### config.mk
export PLATFORM = sky130hd
export DESIGN_NAME = pipeline_ctrl
export DESIGN_NICKNAME = d
export VERILOG_FILES = /design/src/rtl/pipe_pkg.sv /design/src/rtl/sat_counter.sv /design/src/rtl/pipeline_ctrl.sv
export SDC_FILE = /design/constraint.sdc
export NUM_CORES = 1
export LEC_CHECK = 0
export ABC_AREA = 1
export CORE_ASPECT_RATIO = 0.8
export CORE_MARGIN = 2
export CORE_UTILIZATION = 54
export CTS_CLUSTER_SIZE = 12
export DETAILED_ROUTE_END_ITERATION = 8
export PLACE_DENSITY = 0.9
export REMOVE_ABC_BUFFERS = 1
export SLEW_MARGIN = 20
export SYNTH_ARGS = -nofsm -noshare
export SYNTH_HDL_FRONTEND = slang
export SYNTH_HIERARCHICAL = 1
export SYNTH_SLANG_ARGS = --single-unit
### constraint.sdc
create_clock -name clk -period 3.1 [get_ports clk]
set_input_delay 0.465 -clock clk [delete_from_list [all_inputs] [get_ports clk]]
set_output_delay 0.465 -clock clk [all_outputs]
set_load 0.1 [all_outputs]
### src/rtl/pipe_pkg.sv
// Shared constants for the pipeline controller: default parameters and FSM state encoding.
package pipe_pkg;

    localparam int DEF_NSTAGE   = 5;
    localparam int DEF_EXEC_IDX = 2;
    localparam int DEF_XLEN     = 32;
    localparam int DEF_CNT_W    = 32;

    typedef enum logic [0:0] {
        ST_RUN        = 1'b0,
        ST_FLUSH_WAIT = 1'b1
    } pipe_state_e;

endpackage

### src/rtl/sat_counter.sv
// Saturating up-counter with synchronous reset and clear; clear wins over increment.
module sat_counter #(
    parameter int W = 32
) (
    input  logic         clk,
    input  logic         rst,
    input  logic         clr,
    input  logic         inc,
    output logic [W-1:0] count
);

    logic [W-1:0] r_count;

    always_ff @(posedge clk) begin
        if (rst) begin
            r_count <= '0;
        end else if (clr) begin
            r_count <= '0;
        end else if (inc && (r_count != {W{1'b1}})) begin
            r_count <= r_count + W'(1);
        end
    end

    assign count = r_count;

endmodule

### src/rtl/pipeline_ctrl.sv
// In-order pipeline controller: stage enables/flushes, fetch PC, redirect FSM and perf counters.
module pipeline_ctrl
    import pipe_pkg::*;
#(
    parameter int              NSTAGE   = DEF_NSTAGE,
    parameter int              EXEC_IDX = DEF_EXEC_IDX,
    parameter int              XLEN     = DEF_XLEN,
    parameter logic [XLEN-1:0] RESET_PC = '0,
    parameter int              CNT_W    = DEF_CNT_W
) (
    input  logic              clk,
    input  logic              rst,
    input  logic [NSTAGE-1:0] stage_fin,
    input  logic              lwstall,
    input  logic              redirect_valid,
    input  logic [XLEN-1:0]   redirect_pc,
    input  logic [XLEN-1:0]   pred_pc,
    input  logic              cnt_clr,
    output logic [XLEN-1:0]   pc,
    output logic [NSTAGE-1:0] stage_en,
    output logic [NSTAGE-1:0] stage_flush,
    output logic              flush_pending,
    output logic [CNT_W-1:0]  cyc_cnt,
    output logic [CNT_W-1:0]  stall_cnt,
    output logic [CNT_W-1:0]  redir_cnt
);

    pipe_state_e       r_state;
    pipe_state_e       w_state_next;
    logic [XLEN-1:0]   r_pc;
    logic              w_all_fin;
    logic              w_back_en;
    logic              w_front_en;
    logic [NSTAGE-1:0] w_en;
    logic [NSTAGE-1:0] w_flush;

    // Back end (past EXEC_IDX) drains whenever everything downstream is done;
    // w_back_en is the enable of the register right after the exec stage.
    always_comb begin
        w_all_fin  = &stage_fin;
        w_back_en  = &stage_fin[NSTAGE-1:EXEC_IDX];
        w_front_en = w_all_fin && !lwstall && !redirect_valid && (r_state == ST_RUN);
        w_en       = '0;
        for (int i = 0; i < NSTAGE; i++) begin
            if (i <= EXEC_IDX) begin
                w_en[i] = w_front_en;
            end else begin
                w_en[i] = 1'b1;
                for (int j = i - 1; j < NSTAGE; j++) begin
                    w_en[i] = w_en[i] & stage_fin[j];
                end
            end
        end
    end

    always_comb begin
        w_flush = '0;
        for (int i = 1; i < EXEC_IDX; i++) begin
            w_flush[i] = redirect_valid;
        end
        w_flush[EXEC_IDX] = w_back_en &&
                            (lwstall || redirect_valid || (r_state == ST_FLUSH_WAIT));
        if (rst) begin
            w_flush = {{(NSTAGE-1){1'b1}}, 1'b0};
        end
    end

    // Stay in FLUSH_WAIT until the exec stage can hand a bubble downstream.
    always_comb begin
        w_state_next = r_state;
        case (r_state)
            ST_RUN:        if (redirect_valid && !w_back_en) w_state_next = ST_FLUSH_WAIT;
            ST_FLUSH_WAIT: if (w_back_en) w_state_next = ST_RUN;
            default:       w_state_next = ST_RUN;
        endcase
    end

    always_ff @(posedge clk) begin
        if (rst) begin
            r_state <= ST_RUN;
            r_pc    <= RESET_PC;
        end else begin
            r_state <= w_state_next;
            if (redirect_valid) begin
                r_pc <= redirect_pc;
            end else if (w_en[0]) begin
                r_pc <= pred_pc;
            end
        end
    end

    assign pc            = r_pc;
    assign stage_en      = w_en;
    assign stage_flush   = w_flush;
    assign flush_pending = (r_state == ST_FLUSH_WAIT);

    sat_counter #(.W(CNT_W)) u_cyc_cnt (
        .clk   (clk),
        .rst   (rst),
        .clr   (cnt_clr),
        .inc   (1'b1),
        .count (cyc_cnt)
    );

    sat_counter #(.W(CNT_W)) u_stall_cnt (
        .clk   (clk),
        .rst   (rst),
        .clr   (cnt_clr),
        .inc   (!w_en[0]),
        .count (stall_cnt)
    );

    sat_counter #(.W(CNT_W)) u_redir_cnt (
        .clk   (clk),
        .rst   (rst),
        .clr   (cnt_clr),
        .inc   (redirect_valid),
        .count (redir_cnt)
    );

endmodule

# After elaboration in Yosys (flattened, before gate mapping)
# Index checks and enable logic that the tools add are counted.
[classes]
add_sub_neg = 3
n_eq_ne = 3
mux = 6
bitwise = 4
reduce_logical = 17
[op_table]
columns = ["cell", "n"]
rows = [
  ["$add 32x1->32 const B", 3],
  ["$ne 32x32->1 const B", 3],
  ["$mux 32", 2],
  ["$logic_and 1x1->1", 7],
  ["$mux 5", 1],
  ["$reduce_and 5->1", 1],
  ["$logic_not 1->1", 4],
  ["$and 1x1->1", 3],
  ["$reduce_and 3->1", 1],
  ["$logic_or 1x1->1", 2],
  ["$mux 1", 2],
  ["$pmux 1 s2", 1],
  ["$reduce_bool 2->1", 1],
  ["$reduce_or 2->1", 1],
  ["$not 1->1", 1],
]
[totals]
regBits = 129
inputBits = 74
out_inout_bits = 139
wordCells = 38

# Logic depth before layout (Yosys ltp)
[logic_depth]
ltp_word = 6
mapped_depth = 15
depth_no_buf = 11

# By module
# The synthesis kept the hierarchy.
[modules_own_cells]
columns = ["mod", "n_inst", "cells_each", "area_each_um2", "seq_area_each_um2"]
rows = [
  ["sat_counter", 3, 325, 2095.8, 640.6],
  ["pipeline_ctrl", 1, 338, 2033.2, 660.6],
]

# Worst setup path before layout
# OpenSTA, ideal clock, no wires.
[synth_timing]
kind = "reg-to-output"
start = "reg r_state, in the netlist flush_pending"
end = "out stage_flush[2]"
arrival_time_ps = 3303
required_time_ps = 2635
setup_slack_ps = -668
path_stages_with_launch = 5
n_path_buf = 0
cell_sequence = "dfxtp_1 -> inv_1 -> nand2_2 -> nor2_2 -> o21ai_0"
[synth_between]
elab_chain_cells = 3
[synth_lines]
columns = ["element", "line", "rtl"]
rows = [
  ["from (decl)", "pipeline_ctrl.sv:28", "pipe_state_e r_state;"],
  ["from (signal assigned)", "pipeline_ctrl.sv:83", "r_state <= w_state_next;"],
  ["$logic_or 1x1->1", "pipeline_ctrl.sv:62", "(lwstall || redirect_valid || (r_state == ST_FLUSH_WAIT));"],
  ["$logic_and 1x1->1", "pipeline_ctrl.sv:61", "w_flush[EXEC_IDX] = w_back_en &&"],
  ["$mux 5", "pipeline_ctrl.sv:63", "if (rst) begin"],
  ["to (decl)", "pipeline_ctrl.sv:21", "output logic [NSTAGE-1:0] stage_flush,"],
]
# No other way between the ends.

# Worst setup path after layout
[layout_timing]
start = "in stage_fin[4]"
end = "out stage_en[1]"
[layout_between]
elab_chain_cells = 4
[layout_lines]
columns = ["element", "line", "rtl"]
rows = [
  ["from (decl)", "pipeline_ctrl.sv:13", "input logic [NSTAGE-1:0] stage_fin,"],
  ["$reduce_and 5->1", "pipeline_ctrl.sv:40", "w_all_fin = &stage_fin;"],
  ["$logic_and 1x1->1 (3 in a row)", "pipeline_ctrl.sv:42", "w_front_en = w_all_fin && !lwstall && !redirect_valid && (r_state == ST_RUN);"],
  ["to (decl)", "pipeline_ctrl.sv:20", "output logic [NSTAGE-1:0] stage_en,"],
]
# No other way between the ends.

==> flow_metrics.tcl <==
set metrics [dict create \
    outcome "complete, no violations" \
    ant_nets 0 \
    clock-root-buffer "clkbuf_16" \
    layout.nets 1577 \
    routed-via-count 9175 \
    synthesis.area_sq_mm 0.00832 \
    wl_met2_um 11500 \
    drive_above_1_share 0.187 \
    fin_total_pwr_w 0.00441 \
    tritoncts_num_sinks 129 \
    seq_area_sq_mm 0.00258 \
    cts_resizes 0 \
    clock_insertion_delay_worst_skew_ps 420 \
    critPathKind "primary input to primary output" \
    avgRoutedWirePerCell_um 14.0 \
    slowest_stage "clkdlybuf4s50_1" \
    p_per_area_mw_per_mm2 414 \
    layoutNonFillerInstCount 1723 \
    wire_length_of_the_first_global_routing_pass_um 39200 \
    number_of_global_route_vias_before_repair 8344 \
    grt_antenna_before_repair 0 \
    timing.fmax_mhz 423 \
    wl_um 24000 \
    drt_pass1_iterations 6 \
    finish.instance_area_sq_mm 0.0107 \
    hold-worst-slack_ps 498 \
    rows 40 \
    cellLeakagePower_nw 4.39 \
    synth.yosys.seq_area_share 0.310 \
    critical_path_startpoint_category "primary input" \
    detail_route.wirelength.met1_um 10200 \
    placement.io_buffers 211 \
    grt_setup_unrepaired "no" \
    synth_cell_type_count 33 \
    fill_cells 1287 \
    synth-async-reset-ratio 0 \
    detailedPlacementHpwl_um 17600 \
    met3_wirelength_um 1980 \
    layout_overhead_on_the_synthesized_area_pct 28.0 \
    worst-endpoint-required_ps 2630 \
    synth_enable_flop_cells 0 \
    worst_hold_path_type "flop to flop" \
    aggregate_global_route_resource_usage 0.295 \
    cts.repair_timing.setup_buffer_count 0 \
    post_synth_inst_count 1313 \
    grt.overflow.total 0 \
    synth.top_cell.area_share 0.310 \
    path_cells "clkdlybuf4s50_1 -> nand3_1 -> nor2_1 -> nand2_2 -> inv_1 -> buf_12" \
    synthesis.area_per_instance_sq_um 6.34 \
    max_cap_viol_count 0 \
    drc 0 \
    cp.arrival_ps 1900 \
    n_antenna_cell 0 \
    synth-seq-cells 129 \
    dpl_cell_area_sq_mm 0.0101 \
    top_area_cells_in_the_synthesized_netlist "dfxtp_1 31%, nand2_1 17%, nor2_1 11%" \
    routabilityCongestion 0.941 \
    placed_cells_incl_taps 1691 \
    routed_via_density 5.33 \
    clock_skew_ps 7.67 \
    dr.first_iter.drc_count 680 \
    die_w_um 143 \
    numCtsBuffers 17 \
    io_pins 213 \
    multiInputGateArea_sq_mm 0.00491 \
    post-route-min-period_ps 2360 \
    slew_headroom 0.554 \
    cts_tree "yes" \
    setup.worst_path.end_class "primary output" \
    worst-slew-pin-transition_ps 668 \
    cp_delay_by_family_top "buffers and inverters" \
    clockBufferDepth 2 \
    ys.flop_type "dfxtp_1" \
    core_area_sq_mm 0.0151 \
    crit_path_max_fanout 9 \
    slew_viol_final 0 \
    worst_path_largest_cell_delay_ps 470 \
    layout_worst_path_cycle_share 0.763 \
    worst_setup_hold_path_clk_slew_ps 50 \
    initial_utilization 0.552 \
    count_leader_synth "nand2_1" \
    die-area_sq_mm 0.0164 \
    grt_max_degree 54 \
    synth.cells.most_frequent "369 x nand2_1, 234 x nor2_1, 129 x dfxtp_1" \
    hold_fix_buffers_cts 0 \
    synth-warning-count 6 \
    synth_area_leader_cell "dfxtp_1" \
    worstPathBufferInverterCount 3 \
    max-vdd-ir-drop_mv 0.336 \
    htreeDepth 4 \
    top_signal_layer_used "met4" \
    finalHoldViolCount 0 \
    setup_viol 0 \
    fp.dieH_um 115 \
]
cell type report:
cell class,instances,area share
Multi-Input combinational cell,1021,0.461
Sequential cell,129,0.242
Timing Repair Buffer,221,0.178
Clock buffer,26,0.0441
Inverter,110,0.0392
Tap cell,210,0.0247
Clock inverter,6,0.00987
layout by cell type (no fill, tap or decap), types with 9 or more instances in the layout:
cell / instances
nor2_1: 234
nor3_1: 12
dfxtp_1: 129
clkdlybuf4s50_1: 72
buf_4: 143
nand2_4: 9
a21oi_1: 95
nand2_1: 368
a31oi_1: 12
inv_1: 108
nand4_1: 42
nand2_2: 20
clkbuf_16: 17
nor2_4: 21
nand3_1: 116
nand3_2: 22
nor2_2: 25
tightest hold or removal path: stages (launching register included):
cell and delay, ps:
dfxtp_1 330, inv_1 70, a21oi_1 50
layer usage:
layer / vias up / global-route usage
met4: 0 / 0.0805
met2: 384 / 0.503
met1: 4189 / 0.374
li1: 4567 / -
met5: - / 0
met3: 35 / 0.0771
cell families (layout without fill, tap and decap cells):
family          count (synthesis)  count (layout)  share of synthesized area
buf+inv                       165             363                      0.100
xor+xnor                        6               6                    0.00632
other cells                     2               4                   0.000903
simple gates                  888             888                      0.501
flops                         129             129                      0.310
fa+ha+maj                       3               3                    0.00451
compound gates                120             120                     0.0767
state kept, by name, summed over array words and instances, names as in the netlist:
register / count
flush_pending: 1
pc: 32
u_cyc_cnt/count: 32
u_redir_cnt/count: 32
u_stall_cnt/count: 32
path summary, 6_finish.rpt:
kind                                                            to  cells past startpoint                         startpoint  slack [ps]
worst min register to register    u_cyc_cnt/count[24]$_SDFFE_PP0P_                      2   u_cyc_cnt/count[24]$_SDFFE_PP0P_         500
worst max register to register  u_stall_cnt/count[22]$_SDFFE_PP0P_                      8  u_stall_cnt/count[0]$_SDFFE_PP0P_        1190
worst min-delay path              u_cyc_cnt/count[24]$_SDFFE_PP0P_                      2   u_cyc_cnt/count[24]$_SDFFE_PP0P_         500
worst max-delay path                                   stage_en[1]                      6                       stage_fin[4]         740
report_power, final:
part | internal [W] | total (W) | leakage [nW] | switching [W]
clock network | 0.00128 | 0.00201 | 0.280 | 0.000726
registers | 0.00169 | 0.00172 | 1.05 | 0.0000221
logic | 0.000207 | 0.000685 | 3.06 | 0.000478
total | 0.00318 | 0.00441 | 4.39 | 0.00123
stage by stage:
stage	TNS [ps]	utilization	setup WS, ps
2_1_floorplan	-15880	-	-1990
3_5_place_dp	0	0.669	754
4_1_cts	0	0.707	755
5_1_grt	0	0.707	686
6_report	0	0.707	736
3_3_place_gp	0	0.669	807
(Power assumes the default switching activity.)
